File: config.mk
export PLATFORM = sky130hd
export DESIGN_NAME = wb_arbiter2
export DESIGN_NICKNAME = d
export VERILOG_FILES = /design/src/rtl/wb_arbiter2.sv
export SDC_FILE = /design/constraint.sdc
export NUM_CORES = 1
export LEC_CHECK = 0
export CORE_AREA = 2 2 124 126
export DETAILED_ROUTE_END_ITERATION = 12
export DIE_AREA = 0 0 126 128
export PLACE_DENSITY = 0.75
export SYNTH_ARGS = -nofsm -noshare
export SYNTH_HDL_FRONTEND = slang
export SYNTH_SLANG_ARGS = --single-unit
File: constraint.sdc
create_clock -name clock -period 2.9 [get_ports clock]
set_clock_uncertainty 0.1 [all_clocks]
set_input_delay 0.29 -clock clock [delete_from_list [all_inputs] [get_ports clock]]
set_output_delay 0.29 -clock clock [all_outputs]
set_load 0.02 [all_outputs]
File: src/rtl/wb_arbiter2.sv
// ---------------------------------------------------------------------------
// wb_arbiter2 -- two-master / one-slave Wishbone arbiter.
//
// Master 0 (instruction bus) and master 1 (data bus) share a single slave
// port. Arbitration is round-robin on ties and a grant is locked for as long
// as the owner keeps cyc asserted. Once granted, the slave port is a pure
// combinational pass-through of the owner, so no wait states are added.
//
// Ports:
//   clock, reset            bus clock, asynchronous active-high reset
//   mN_cyc_i/stb_i/we_i     master N cycle, strobe, write enable   (N = 0,1)
//   mN_adr_i/dat_i/sel_i    master N address, write data, byte selects
//   mN_dat_o/ack_o/err_o    read data, ack and error back to master N
//   s_cyc_o/stb_o/we_o      slave control
//   s_adr_o/dat_o/sel_o     slave address, write data, byte selects
//   s_dat_i/ack_i/err_i     slave read data, ack, error
//   grant                   registered one-hot owner (01 = m0, 10 = m1)
//
// Optional feature: define WB_ARBITER2_TIMEOUT_EN to add a bus watchdog.
// After TIMEOUT unanswered strobe cycles the owner receives a one-cycle
// error, the slave strobe is dropped for that cycle and the count restarts.
// ---------------------------------------------------------------------------
module wb_arbiter2 #(
  parameter int ADDR_WIDTH = 32,
  parameter int DATA_WIDTH = 32,
  parameter int SEL_WIDTH  = 4,
  parameter int TIMEOUT    = 255
) (
  input  logic                  clock,
  input  logic                  reset,
  // master 0
  input  logic                  m0_cyc_i,
  input  logic                  m0_stb_i,
  input  logic                  m0_we_i,
  input  logic [ADDR_WIDTH-1:0] m0_adr_i,
  input  logic [DATA_WIDTH-1:0] m0_dat_i,
  input  logic [SEL_WIDTH-1:0]  m0_sel_i,
  output logic [DATA_WIDTH-1:0] m0_dat_o,
  output logic                  m0_ack_o,
  output logic                  m0_err_o,
  // master 1
  input  logic                  m1_cyc_i,
  input  logic                  m1_stb_i,
  input  logic                  m1_we_i,
  input  logic [ADDR_WIDTH-1:0] m1_adr_i,
  input  logic [DATA_WIDTH-1:0] m1_dat_i,
  input  logic [SEL_WIDTH-1:0]  m1_sel_i,
  output logic [DATA_WIDTH-1:0] m1_dat_o,
  output logic                  m1_ack_o,
  output logic                  m1_err_o,
  // slave
  output logic                  s_cyc_o,
  output logic                  s_stb_o,
  output logic                  s_we_o,
  output logic [ADDR_WIDTH-1:0] s_adr_o,
  output logic [DATA_WIDTH-1:0] s_dat_o,
  output logic [SEL_WIDTH-1:0]  s_sel_o,
  input  logic [DATA_WIDTH-1:0] s_dat_i,
  input  logic                  s_ack_i,
  input  logic                  s_err_i,
  // current owner
  output logic [1:0]            grant
);

  // State encoding is the one-hot grant itself, so grant is simply the
  // state register.
  localparam logic [1:0] IDLE = 2'b00;
  localparam logic [1:0] OWN0 = 2'b01;
  localparam logic [1:0] OWN1 = 2'b10;

  logic [1:0]            state_q, state_d;
  logic                  last_q, last_d;     // most recent owner
  logic [DATA_WIDTH-1:0] m0_dat_q, m1_dat_q; // held read data for non-owners
  logic                  timeout_s;

  assign grant = state_q;

`ifdef WB_ARBITER2_TIMEOUT_EN
  localparam logic [15:0] TIMEOUT_C = 16'(TIMEOUT);

  logic [15:0] wdog_q, wdog_d;

  assign timeout_s = (state_q != IDLE) && (wdog_q == TIMEOUT_C);

  // Watchdog next-state: count unanswered strobe cycles of the current owner.
  always_comb begin
    wdog_d = wdog_q;
    if (state_q == IDLE) begin
      wdog_d = 16'd0;
    end else if (timeout_s || s_ack_i || s_err_i) begin
      wdog_d = 16'd0;
    end else if (s_cyc_o && s_stb_o) begin
      wdog_d = wdog_q + 16'd1;
    end else begin
      wdog_d = wdog_q;
    end
  end

  // Watchdog register.
  always_ff @(posedge clock or posedge reset) begin
    if (reset) begin
      wdog_q <= 16'd0;
    end else begin
      wdog_q <= wdog_d;
    end
  end
`else
  assign timeout_s = 1'b0;
`endif

  // Arbitration: lock while the owner holds cyc; on release hand straight to
  // the other master if it is waiting, ties go to the master that was not last.
  always_comb begin
    state_d = state_q;
    last_d  = last_q;
    case (state_q)
      IDLE: begin
        if (m0_cyc_i && m1_cyc_i) begin
          state_d = last_q ? OWN0 : OWN1;
        end else if (m0_cyc_i) begin
          state_d = OWN0;
        end else if (m1_cyc_i) begin
          state_d = OWN1;
        end else begin
          state_d = IDLE;
        end
      end
      OWN0: begin
        if (m0_cyc_i) begin
          state_d = OWN0;
        end else begin
          last_d  = 1'b0;
          state_d = m1_cyc_i ? OWN1 : IDLE;
        end
      end
      OWN1: begin
        if (m1_cyc_i) begin
          state_d = OWN1;
        end else begin
          last_d  = 1'b1;
          state_d = m0_cyc_i ? OWN0 : IDLE;
        end
      end
      default: begin
        state_d = IDLE;
        last_d  = last_q;
      end
    endcase
  end

  // State and last-owner registers; last resets to 1 so m0 wins the first tie.
  always_ff @(posedge clock or posedge reset) begin
    if (reset) begin
      state_q <= IDLE;
      last_q  <= 1'b1;
    end else begin
      state_q <= state_d;
      last_q  <= last_d;
    end
  end

  // Capture slave read data while owned, so a master keeps seeing its last
  // value after losing the bus.
  always_ff @(posedge clock or posedge reset) begin
    if (reset) begin
      m0_dat_q <= '0;
      m1_dat_q <= '0;
    end else begin
      m0_dat_q <= (state_q == OWN0) ? s_dat_i : m0_dat_q;
      m1_dat_q <= (state_q == OWN1) ? s_dat_i : m1_dat_q;
    end
  end

  // Combinational bus mux: slave port follows the owner, responses go only
  // to the owner.
  always_comb begin
    s_cyc_o  = 1'b0;
    s_stb_o  = 1'b0;
    s_we_o   = 1'b0;
    s_adr_o  = '0;
    s_dat_o  = '0;
    s_sel_o  = '0;
    m0_dat_o = m0_dat_q;
    m0_ack_o = 1'b0;
    m0_err_o = 1'b0;
    m1_dat_o = m1_dat_q;
    m1_ack_o = 1'b0;
    m1_err_o = 1'b0;
    case (state_q)
      OWN0: begin
        s_cyc_o  = m0_cyc_i;
        s_stb_o  = m0_stb_i & ~timeout_s;
        s_we_o   = m0_we_i;
        s_adr_o  = m0_adr_i;
        s_dat_o  = m0_dat_i;
        s_sel_o  = m0_sel_i;
        m0_dat_o = s_dat_i;
        m0_ack_o = s_ack_i;
        m0_err_o = s_err_i | timeout_s;
      end
      OWN1: begin
        s_cyc_o  = m1_cyc_i;
        s_stb_o  = m1_stb_i & ~timeout_s;
        s_we_o   = m1_we_i;
        s_adr_o  = m1_adr_i;
        s_dat_o  = m1_dat_i;
        s_sel_o  = m1_sel_i;
        m1_dat_o = s_dat_i;
        m1_ack_o = s_ack_i;
        m1_err_o = s_err_i | timeout_s;
      end
      default: begin
        s_cyc_o = 1'b0;
        s_stb_o = 1'b0;
      end
    endcase
  end

endmodule

==> metrics.txt <==
status=complete, no violations; Initial DRC Count=175; pre-CTS setup slack=0.3009 ns; Ys Warns=0; Slew Limit Headroom=0.5753; worst r2r path cells=5; Initial Util=0.2621; CP max stage delay=0.63 ns; Lkg Pwr=2.944 nW; crit path kind=reg -> out; share of cells above drive strength 1=0.1561; Nets=826; number of clock sinks=67; clock buffer depth=2; WL final=16.10 mm; max cap viols=0; # fillers=1288; Post-Syn Area=3896 sq um; final worst-path setup slack=0.1317 ns; initial antenna violation count=0; end of the critical path=s_adr_o[29]; n_diodes=0; Mapped Nets=511; vias per cell=4.649; Area Overhead vs Synth=97.85%; Hold WC Path Type=in -> async; CP arrival=2.38 ns; CTS Hold Bufs=0; Final Max Tran Viols=0; Residual DRC=0; setup violators final=0; Die H=128 microns; vias in the first global route=4137; Worst Setup SP=grant[0]$_DFF_PP0_; DR WL/cell=19.28 microns; core area=14860 sq um; Final Critical Period=2.768 ns; Finished Layout Cells=835; peak supply drop=0.7972 mV; H-tree depth=3; worst-path maximum fanout=28; register-to-register path setup slack=1.17 ns; clk_lat worst skew=0.32 ns; Multi-input gate area=2032 sq um; Hold Fails Final Rpt=0; total grt overflow=0; CTS buffer count=9; clock slew at reported path FFs=0.05 ns; Seq cells post-synth=67; Global Route Usage Sum=0.1902; Post-Syn Area per Cell=11.88 sq um; Worst Tran Pin Value=0.6362 ns; Sum Neg Setup Slack=0 ns; Max Freq=361.2 MHz; via count=3882; CTS Root Cell=clkbuf_16; crit path max-delay cell type=clkdlybuf4s50_1; DIE WIDTH=126 microns; Final Cycle Share=0.9546; row count=45; Total Power=9.390 mW; DRT antenna net count=0; CP Data Required Time=2.51 ns; worst r2r src=grant[1]$_DFF_PP0_; first-pass GRT wire length=23.86 mm; Die Footprint=16130 sq um; Detail Placement HPWL=12.30 mm; CP cell instances=inv_1, ha_4, buf_12, a22oi_1, nor2b_1, clkdlybuf4s50_1; RD Place Congestion=0.9479; PortBufs=318; post-synth cell types=21; Worst Setup Start Kind=flip-flop; r2r endpoint=grant[0]$_DFF_PP0_; crit path capture type=output port; register area share after synthesis=0.4306; Seq. cell area=1678 sq um; CTS tree=built; EDFF count, synth=0; largest net degree at the start of global routing=72; 1st-pass router iterations=4; ys async rst share=1.000; Cell Pwr Density=1218 nW/um^2; post-synthesis cell count=328; Top FF cell, synth=dfrtp_1; Placed Instances=813; Top Ports=319
## how the worst min path moves through the flow
stage / slack, ns / to / cells after the start
after floorplan: 0.32 / grant[0]$_DFF_PP0_ / 2
after global placement: 0.38 / m1_dat_q[15]$_DFF_PP0_ / 1
after detailed placement: 0.38 / m0_dat_q[29]$_DFF_PP0_ / 1
after CTS: 0.28 / m1_dat_q[9]$_DFF_PP0_ / 2
after global routing: 0.34 / m1_dat_q[9]$_DFF_PP0_ / 2
final: 0.28 / m0_dat_q[6]$_DFF_PP0_ / 2
## repair_timing
| action | in CTS | in global routing |
|---|---|---|
| buffers inserted | 2 | 5 |
| pin swaps | 0 | 0 |
| setup endpoints to repair | 40 | 20 |
| gates resized for setup | 0 | 0 |
| endpoints found under the hold margin | 0 | 0 |
## logic make-up after synthesis
family,share of synthesized area
buffers and inverters,0.05491
AND/OR/NAND/NOR,0.1317
multiplexers,0.2213
flip-flops,0.4306
adder cells (fa/ha/maj),0.01606
AO/OA/AOI/OAI,0.1455
## cells in the mapped netlist (all sizes together), types with 4 or more instances
cell / count / area [sq um]
a22oi: 71 / 533.0
nor2b: 74 / 462.9
buf: 24 / 172.7
dfrtp: 66 / 1652
mux2: 64 / 852.1
ha: 5 / 62.56
inv: 4 / 15.01
and2: 4 / 25.02
clkbuf: 7 / 26.28
## layout by cell type (no fill, tap or decap)
cell and n:
mux2i_1 1, clkbuf_1 1, dfstp_2 1, nand2b_1 1, inv_1 3, nor3b_1 1
a2bb2oi_1 1, ha_2 1, a2111oi_2 1, bufinv_16 1, inv_2 1, buf_4 6
buf_6 1, clkbuf_16 9, ha_1 2, a22oi_1 71, buf_12 9, nor2b_1 74
and2_1 4, mux2_4 35, nor2_1 1, clkbuf_8 4, buf_8 1, mux2_2 29
dfrtp_1 66, o311a_1 1, clkdlybuf4s50_1 318, ha_4 2, nand3b_1 1
## critical path: cells and delay by family (launching register included)
family	cells	cell delay (ns)
DFF	1	0.43
AOI/OAI and AO/OA	1	0.13
and+or+nand+nor	1	0.17
buffers and inverters	3	1.03
adders and majority gates	1	0.29
## metrics by stage
step                      utilization  hold slack, ns  area, sq um
after floorplan                     -          0.3235         3896
after global placement         0.4923          0.3770         7318
after detailed placement       0.4923          0.3784         7318
after CTS                      0.5152          0.2820         7659
after global routing           0.5186          0.3440         7709
final                          0.5186          0.2779         7709
## layout make-up
| cell class | instances | area share |
|---|---|---|
| Clock buffer | 14 | 0.03684 |
| Clock inverter | 1 | 0.003895 |
| Inverter | 4 | 0.001948 |
| Multi-Input combinational cell | 226 | 0.2636 |
| Sequential cell | 67 | 0.2177 |
| Tap cell | 188 | 0.03051 |
| Timing Repair Buffer | 335 | 0.4455 |
## report_power, final
group | leakage, nW | internal [mW] | switching (mW) | total, mW
sequential | 0.789 | 1.43 | 0.157 | 1.58
clock | 0.155 | 0.754 | 0.365 | 1.12
combinational | 2.00 | 3.47 | 3.22 | 6.69
total | 2.94 | 5.65 | 3.74 | 9.39
## sequential cells by signal, summed over array words and instances (netlist names)
signal / flops
m1_dat_q: 32
last_q: 1
m0_dat_q: 32
grant: 2
## per-layer routing
layer / up-vias / part of all wire / GRT usage
li1: 1807 / - / -
met1: 1877 / 0.40 / 0.2320
met2: 180 / 0.51 / 0.3305
met3: 18 / 0.068 / 0.05259
met4: 0 / 0.017 / 0.05301
met5: - / 0 / 0
(Power assumes the default switching activity.)
